$ cat config.mk
export PLATFORM = sky130hd
export DESIGN_NAME = cla_rr_arbiter
export DESIGN_NICKNAME = d
export VERILOG_FILES = /design/src/rtl/cla_arb_pkg.sv /design/src/rtl/cla_42bit.sv /design/src/rtl/cla_rr_arbiter.sv
export SDC_FILE = /design/constraint.sdc
export NUM_CORES = 1
export LEC_CHECK = 0
export BUFFER_PORTS_ARGS = -buffer_cell sky130_fd_sc_hd__buf_4
export CORE_AREA = 4 4 150 152
export CTS_BUF_LIST = sky130_fd_sc_hd__clkbuf_2 sky130_fd_sc_hd__clkbuf_4 sky130_fd_sc_hd__clkbuf_8
export DETAILED_ROUTE_END_ITERATION = 16
export DIE_AREA = 0 0 154 156
export PLACE_DENSITY_LB_ADDON = 0.05
export SLEW_MARGIN = 10
export SYNTH_ARGS = -nofsm -noshare
export SYNTH_HDL_FRONTEND = slang
export SYNTH_SLANG_ARGS = --single-unit
$ cat constraint.sdc
create_clock -name i_clk -period 3.97 [get_ports i_clk]
set_clock_uncertainty 0.15 [all_clocks]
set_input_delay 0.794 -clock i_clk [delete_from_list [all_inputs] [get_ports i_clk]]
set_output_delay 0.794 -clock i_clk [all_outputs]
set_load 0.02 [all_outputs]
$ cat src/rtl/cla_arb_pkg.sv
// Shared definitions for the round-robin arbiter in front of the shared CLA adder.
//   - arb_state_e : arbiter FSM states
//   - DefWidth/DefNreq : default operand width and requester count
//   - rr_pick()   : round-robin winner search starting at a pointer
package cla_arb_pkg;

  typedef enum logic [1:0] {
    StIdle = 2'd0,
    StExec = 2'd1,
    StResp = 2'd2
  } arb_state_e;

  localparam int unsigned DefWidth = 42;
  localparam int unsigned DefNreq  = 4;
  // rr_pick works on vectors sized for the largest supported requester count.
  localparam int unsigned MaxReq   = 8;

  typedef struct packed {
    logic       found;
    logic [2:0] idx;
  } rr_pick_t;

  // First set bit of valid scanning ptr, ptr+1, ... modulo nreq.
  function automatic rr_pick_t rr_pick(input logic [MaxReq-1:0] valid,
                                       input logic [2:0]        ptr,
                                       input int unsigned       nreq);
    rr_pick_t    res;
    int unsigned k;
    res = '0;
    for (int unsigned i = 0; i < MaxReq; i++) begin
      if (i < nreq && !res.found) begin
        // ptr < nreq and i < nreq, so one subtraction is enough for the wrap.
        k = 32'(ptr) + i;
        if (k >= nreq) k = k - nreq;
        if (valid[k]) begin
          res.found = 1'b1;
          res.idx   = 3'(k);
        end
      end
    end
    return res;
  endfunction

endpackage

$ cat src/rtl/cla_42bit.sv
// Carry-lookahead adder (parallel-prefix carry network).
//   a_i, b_i : operands
//   cin_i    : carry-in
//   sum_o    : WIDTH-bit sum
//   cout_o   : carry-out
module cla_42bit #(
  parameter int unsigned WIDTH = 42
) (
  input  logic [WIDTH-1:0] a_i,
  input  logic [WIDTH-1:0] b_i,
  input  logic             cin_i,
  output logic [WIDTH-1:0] sum_o,
  output logic             cout_o
);

  // Bit 0 of the extended vectors carries cin as a pure generate term.
  localparam int unsigned N      = WIDTH + 1;
  localparam int unsigned Levels = $clog2(N);

  logic [N-1:0] gen;
  logic [N-1:0] prop;
  logic [N-1:0] half;

  always_comb begin
    half = {a_i ^ b_i, 1'b0};
    gen  = {a_i & b_i, cin_i};
    prop = half;
    // After the loop gen[i] is the carry out of extended bit i.
    for (int unsigned s = 0; s < Levels; s++) begin
      gen  = gen | (prop & (gen << (1 << s)));
      prop = prop & (prop << (1 << s));
    end
  end

  assign sum_o  = half[N-1:1] ^ gen[N-2:0];
  assign cout_o = gen[N-1];

endmodule

$ cat src/rtl/cla_rr_arbiter.sv
// Round-robin arbiter sharing one cla_42bit adder between NREQ requesters.
// Operands are registered ahead of the adder and the WIDTH+1 bit sum after it;
// one transaction takes IDLE -> EXEC -> RESP -> IDLE (minimum 3 cycles).
//   i_clk, i_rst_n : clock, synchronous active-low reset
//   i_req_valid    : per-requester operand valid
//   i_req_add1/2   : flattened operands, requester k at [k*WIDTH +: WIDTH]
//   o_req_ready    : per-requester accept (at most one high, IDLE only)
//   o_rsp_valid    : one-hot response valid to the owning requester
//   o_rsp_result   : registered sum, MSB is the carry-out
//   o_rsp_id       : owner of the current response
//   i_rsp_ready    : shared response accept
//   o_busy         : state is not IDLE
module cla_rr_arbiter
  import cla_arb_pkg::*;
#(
  parameter  int unsigned WIDTH = DefWidth,
  parameter  int unsigned NREQ  = DefNreq,
  localparam int unsigned IDW   = $clog2(NREQ)
) (
  input  logic                 i_clk,
  input  logic                 i_rst_n,
  input  logic [NREQ-1:0]      i_req_valid,
  input  logic [NREQ*WIDTH-1:0] i_req_add1,
  input  logic [NREQ*WIDTH-1:0] i_req_add2,
  output logic [NREQ-1:0]      o_req_ready,
  output logic [NREQ-1:0]      o_rsp_valid,
  output logic [WIDTH:0]       o_rsp_result,
  output logic [IDW-1:0]       o_rsp_id,
  input  logic                 i_rsp_ready,
  output logic                 o_busy
);

  arb_state_e       state_q, state_d;
  logic [IDW-1:0]   ptr_q, ptr_d;
  logic [IDW-1:0]   id_q, id_d;
  logic [WIDTH-1:0] op1_q, op1_d;
  logic [WIDTH-1:0] op2_q, op2_d;
  logic [WIDTH:0]   result_q, result_d;

  logic [MaxReq-1:0] valid_ext;
  rr_pick_t          pick;
  logic [IDW-1:0]    win;
  logic              accept;
  logic [WIDTH-1:0]  sum;
  logic              cout;

  always_comb begin
    valid_ext             = '0;
    valid_ext[NREQ-1:0]   = i_req_valid;
  end

  assign pick = rr_pick(valid_ext, 3'(ptr_q), NREQ);
  assign win  = IDW'(pick.idx);

  // Ready is held low while reset is asserted so nothing is accepted then.
  always_comb begin
    o_req_ready = '0;
    if (i_rst_n && state_q == StIdle && pick.found) o_req_ready[win] = 1'b1;
  end

  assign accept = |(o_req_ready & i_req_valid);

  cla_42bit #(
    .WIDTH (WIDTH)
  ) u_adder (
    .a_i    (op1_q),
    .b_i    (op2_q),
    .cin_i  (1'b0),
    .sum_o  (sum),
    .cout_o (cout)
  );

  always_comb begin
    state_d  = state_q;
    ptr_d    = ptr_q;
    id_d     = id_q;
    op1_d    = op1_q;
    op2_d    = op2_q;
    result_d = result_q;
    case (state_q)
      StIdle: begin
        if (accept) begin
          op1_d   = i_req_add1[win*WIDTH +: WIDTH];
          op2_d   = i_req_add2[win*WIDTH +: WIDTH];
          id_d    = win;
          ptr_d   = (win == IDW'(NREQ - 1)) ? '0 : win + 1'b1;
          state_d = StExec;
        end
      end
      StExec: begin
        result_d = {cout, sum};
        state_d  = StResp;
      end
      StResp: begin
        if (i_rsp_ready) state_d = StIdle;
      end
      default: state_d = StIdle;
    endcase
  end

  always_ff @(posedge i_clk) begin
    if (!i_rst_n) begin
      state_q  <= StIdle;
      ptr_q    <= '0;
      id_q     <= '0;
      op1_q    <= '0;
      op2_q    <= '0;
      result_q <= '0;
    end else begin
      state_q  <= state_d;
      ptr_q    <= ptr_d;
      id_q     <= id_d;
      op1_q    <= op1_d;
      op2_q    <= op2_d;
      result_q <= result_d;
    end
  end

  always_comb begin
    o_rsp_valid = '0;
    if (state_q == StResp) o_rsp_valid[id_q] = 1'b1;
  end

  assign o_rsp_result = result_q;
  assign o_rsp_id     = id_q;
  assign o_busy       = (state_q != StIdle);

endmodule

==> impl_summary.log <==
[metrics] half-perimeter wire length of the detailed placement result: 29.27 mm
[metrics] commonest cells in the netlist: 238 x nand2_1, 152 x a21oi_1, 133 x dfxtp_1
[metrics] setup TNS after final layout: 0 ns
[metrics] area of all placed cells without fillers: 12890 sq um
[metrics] floorplan die area: 24020 sq um
[metrics] initial core utilization: 44.22%
[metrics] max-cap check violation count: 0
[metrics] maximum cell stage delay along the critical path: 0.58 ns
[metrics] core region area: 21020 sq um
[metrics] hold buffer count at CTS: 0
[metrics] setup repair bufs after CTS: 0
[metrics] WP data required: 3.03 ns
[metrics] vias in the first global route: 10159
[metrics] count of synthesis-stage warnings from yosys: 0
[metrics] Yosys top cell by area: dfxtp_1
[metrics] internal power of the cells: 3.559 mW
[metrics] number of buffer cells added on primary ports: 396
[metrics] Comb power frac: 49.8%
[metrics] number of buffers on the longest clock path: 2
[metrics] fraction of the yosys area taken by sequential cells: 28.64%
[metrics] average vias per placed instance: 5.634
[metrics] WS Path Type: flip-flop to primary output
[metrics] transition time of the tightest slew-check pin: 1.006 ns
[metrics] count of nets after finishing: 2011
[metrics] number of enable-type register cells in the synthesized netlist: 0
[metrics] sequential fraction of design power: 29.4%
[metrics] fraction of synthesized cell area taken by the top area cell type: 28.64%
[metrics] maximum fanout count along the critical path: 74
[metrics] TritonCTS clock tree: yes
[metrics] switching share of power: 42.90%
[metrics] number of distinct standard cells referenced by the synthesized netlist: 58
[metrics] master cell of the clock root buffer: clkbuf_8
[metrics] leading cell types by total area after synthesis: dfxtp_1 29%, nand2_1 9.6%, a21oi_1 8.2%, a311oi_1 8.1%, a211oi_1 7.6%
[metrics] GP Congestion: 0.9002
[metrics] power consumption: 6.233 mW
[metrics] main flop type after synthesis: dfxtp_1
[metrics] detailed-routing iteration count for the pre-antenna-repair pass: 5
[metrics] area added between synthesis and finish: 38.73%
[metrics] Critical Path Source Type: flip-flop
[metrics] max-slew violation count: 0
[metrics] library cell with the highest instance count after synthesis: nand2_1
[metrics] Gate Count Post-Synth: 1287
[metrics] final hold violation count: 0
[metrics] total number of placement rows: 53
[metrics] H-tree depth: 4
[metrics] clock-pin slew reported for the worst setup and hold paths after clock tree synthesis: 0.08 ns
[metrics] Worst Setup End Kind: primary output
[metrics] total CTS buffers: 17
[metrics] area of combinational cells with multiple inputs: 6177 sq um
[metrics] crit path cell chain: nand2_1, nand2_1, a21oi_1, o22ai_4, buf_4, nor2_1, buf_4
[metrics] number of setup violations in the final report: 0
[metrics] initial antenna violation count: 1
[metrics] total global-route track usage: 29.47%
[metrics] IO Count: 397
[metrics] height of the die: 156 um
[metrics] share of the clock period used by the worst path after layout: 81.83%
[metrics] proportion of power drawn by the clock network: 20.9%
[metrics] worst-case headroom to the max-slew limit: 32.91%
[metrics] placement-stage cell area: 12450 sq um
[metrics] total overflow reported by the global router: 0
[metrics] pin count of the biggest net entering global routing: 169
[metrics] unrepaired setup endpoints after global routing: false
[metrics] mean area per synthesized cell: 7.222 sq um
[metrics] via count: 10778
[metrics] clock period minus worst slack: 3.249 ns
[metrics] fill cell total of the finished layout: 2007
[metrics] share of layout cells above drive strength 1: 28.59%
[metrics] Die X: 154 um
[metrics] P per Cell Area: 483.4 nW/um^2
[metrics] Routed Antenna Nets: 0
[metrics] Starting DRT DRC Count: 616
[metrics] Sequential Area: 2663 sq um
[metrics] leakage: 5.610 nW
[metrics] average wire length per cell after detail routing: 19.47 um
[metrics] Clock Sink Count: 133
[metrics] ys async rst share: 0%
[metrics] insertion delay to the later sink of the worst-skew pair: 0.48 ns
[metrics] Remaining DRCs: 0
[metrics] post-synthesis cell area: 9295 sq um
[metrics] Crit-path slowest cell: buf_4
[metrics] run status: finished, final reports clean
[metrics] drt total wl: 37.24 mm
[metrics] post-synth net total: 1674
[metrics] first-pass GRT wire length: 56.44 mm
[metrics] Max IR drop VDD: 0.0002394 V
[metrics] Worst Path Arrival: 2.30 ns
[metrics] reported net switching power: 2.674 mW
[metrics] post-synthesis register bit count: 133
[metrics] number of gates given a new drive strength after cts: 0
[metrics] fmax: 307.8 MHz
[metrics] HP Class: flip-flop to flip-flop
==> placed cells by master, fill, tap and decap left out, types with 6 or more instances in the layout <==
| master | synthesis | final |
|---|---|---|
| nor2b_1 | 7 | 6 |
| nand2_1 | 238 | 238 |
| nand4_1 | 7 | 7 |
| and2_1 | 89 | 89 |
| nor3_1 | 11 | 11 |
| a21oi_1 | 152 | 152 |
| a311oi_1 | 86 | 86 |
| a21o_1 | 12 | 12 |
| nor2_1 | 128 | 128 |
| dfxtp_1 | 133 | 133 |
| nand3_1 | 22 | 22 |
| xnor2_1 | 22 | 22 |
| o21bai_1 | 7 | 7 |
| buf_4 | 0 | 418 |
| nand2b_1 | 7 | 6 |
| inv_1 | 14 | 14 |
| clkbuf_8 | 0 | 17 |
| a211oi_1 | 94 | 93 |
| o21ai_0 | 32 | 32 |
| and3_1 | 6 | 6 |
| ha_1 | 43 | 43 |
| xor2_1 | 7 | 7 |
==> state kept, by name, indices dropped and copies added, names as in the netlist <==
register	cells
o_rsp_result	43
op1_q	42
op2_q	42
o_rsp_id	2
ptr_q	2
state_q	2
==> per-stage QoR <==
stage                     utilization [%]  hold slack, ns  setup WS [ns]  std cells
final                               61.34          0.3045         0.7213       1913
after global placement              59.22          0.2912         0.5888       1880
after global routing                61.34          0.3250         0.5202       1913
after floorplan                         -          0.3113         0.4890       1287
after CTS                           61.33          0.3065         0.7153       1912
after detailed placement            59.22          0.2969         0.5372       1880
==> metal layers <==
metal | vias up | wire length [um] | track usage (%)
li1 | 5341 | - | -
met1 | 5009 | 15890 | 38.25
met2 | 386 | 18060 | 50.12
met3 | 42 | 2700 | 6.325
met4 | 0 | 590 | 7.275
met5 | - | 0 | 0
==> power by group through the flow <==
stage / logic (mW) / registers (mW) / clock network [mW]
detailed placement: 3.07 / 1.86 / 0
CTS: 3.09 / 1.83 / 1.31
finish: 3.10 / 1.83 / 1.30
global placement: 3.04 / 1.86 / 0
floorplan: 1.93 / 1.87 / 0
global route: 3.40 / 1.86 / 1.37
==> kinds of logic after synthesis <==
logic type,synth area share [%]
AO/OA/AOI/OAI,31.05
buffers and inverters,5.169
flip-flops,28.64
AND/OR/NAND/NOR,25.84
adder cells (fa/ha/maj),6.004
XOR/XNOR,2.732
multiplexers,0.5519
==> cell type report <==
type | count | area share [%]
clock inverters | 14 | 1.562
flip-flops and latches | 133 | 20.65
repair buffers | 421 | 24.80
multi-input cells | 1035 | 47.90
diodes | 1 | 0.01941
inverters | 16 | 0.5240
well taps | 275 | 2.668
clock buffers | 18 | 1.873
==> worst max-delay path: cells and delay by family, from the launching register on <==
kind / cells / cell delay (ns)
flip-flops: 1 / 0.45
buffers and inverters: 2 / 0.77
AND/OR/NAND/NOR: 3 / 0.26
AO/OA/AOI/OAI: 2 / 0.33
==> final timing paths <==
| check | slack (ns) | endpoint | cells after the start | start |
|---|---|---|---|---|
| setup / recovery | 0.72 | o_req_ready[2] | 7 | ptr_q[1] |
| hold / removal | 0.30 | o_rsp_result[25] | 2 | o_rsp_result[25] |
| setup reg to reg | 0.76 | o_rsp_result[19] | 10 | op1_q[1] |
| hold reg to reg | 0.30 | o_rsp_result[25] | 2 | o_rsp_result[25] |
Note: power is estimated with default switching activity, not from simulation.
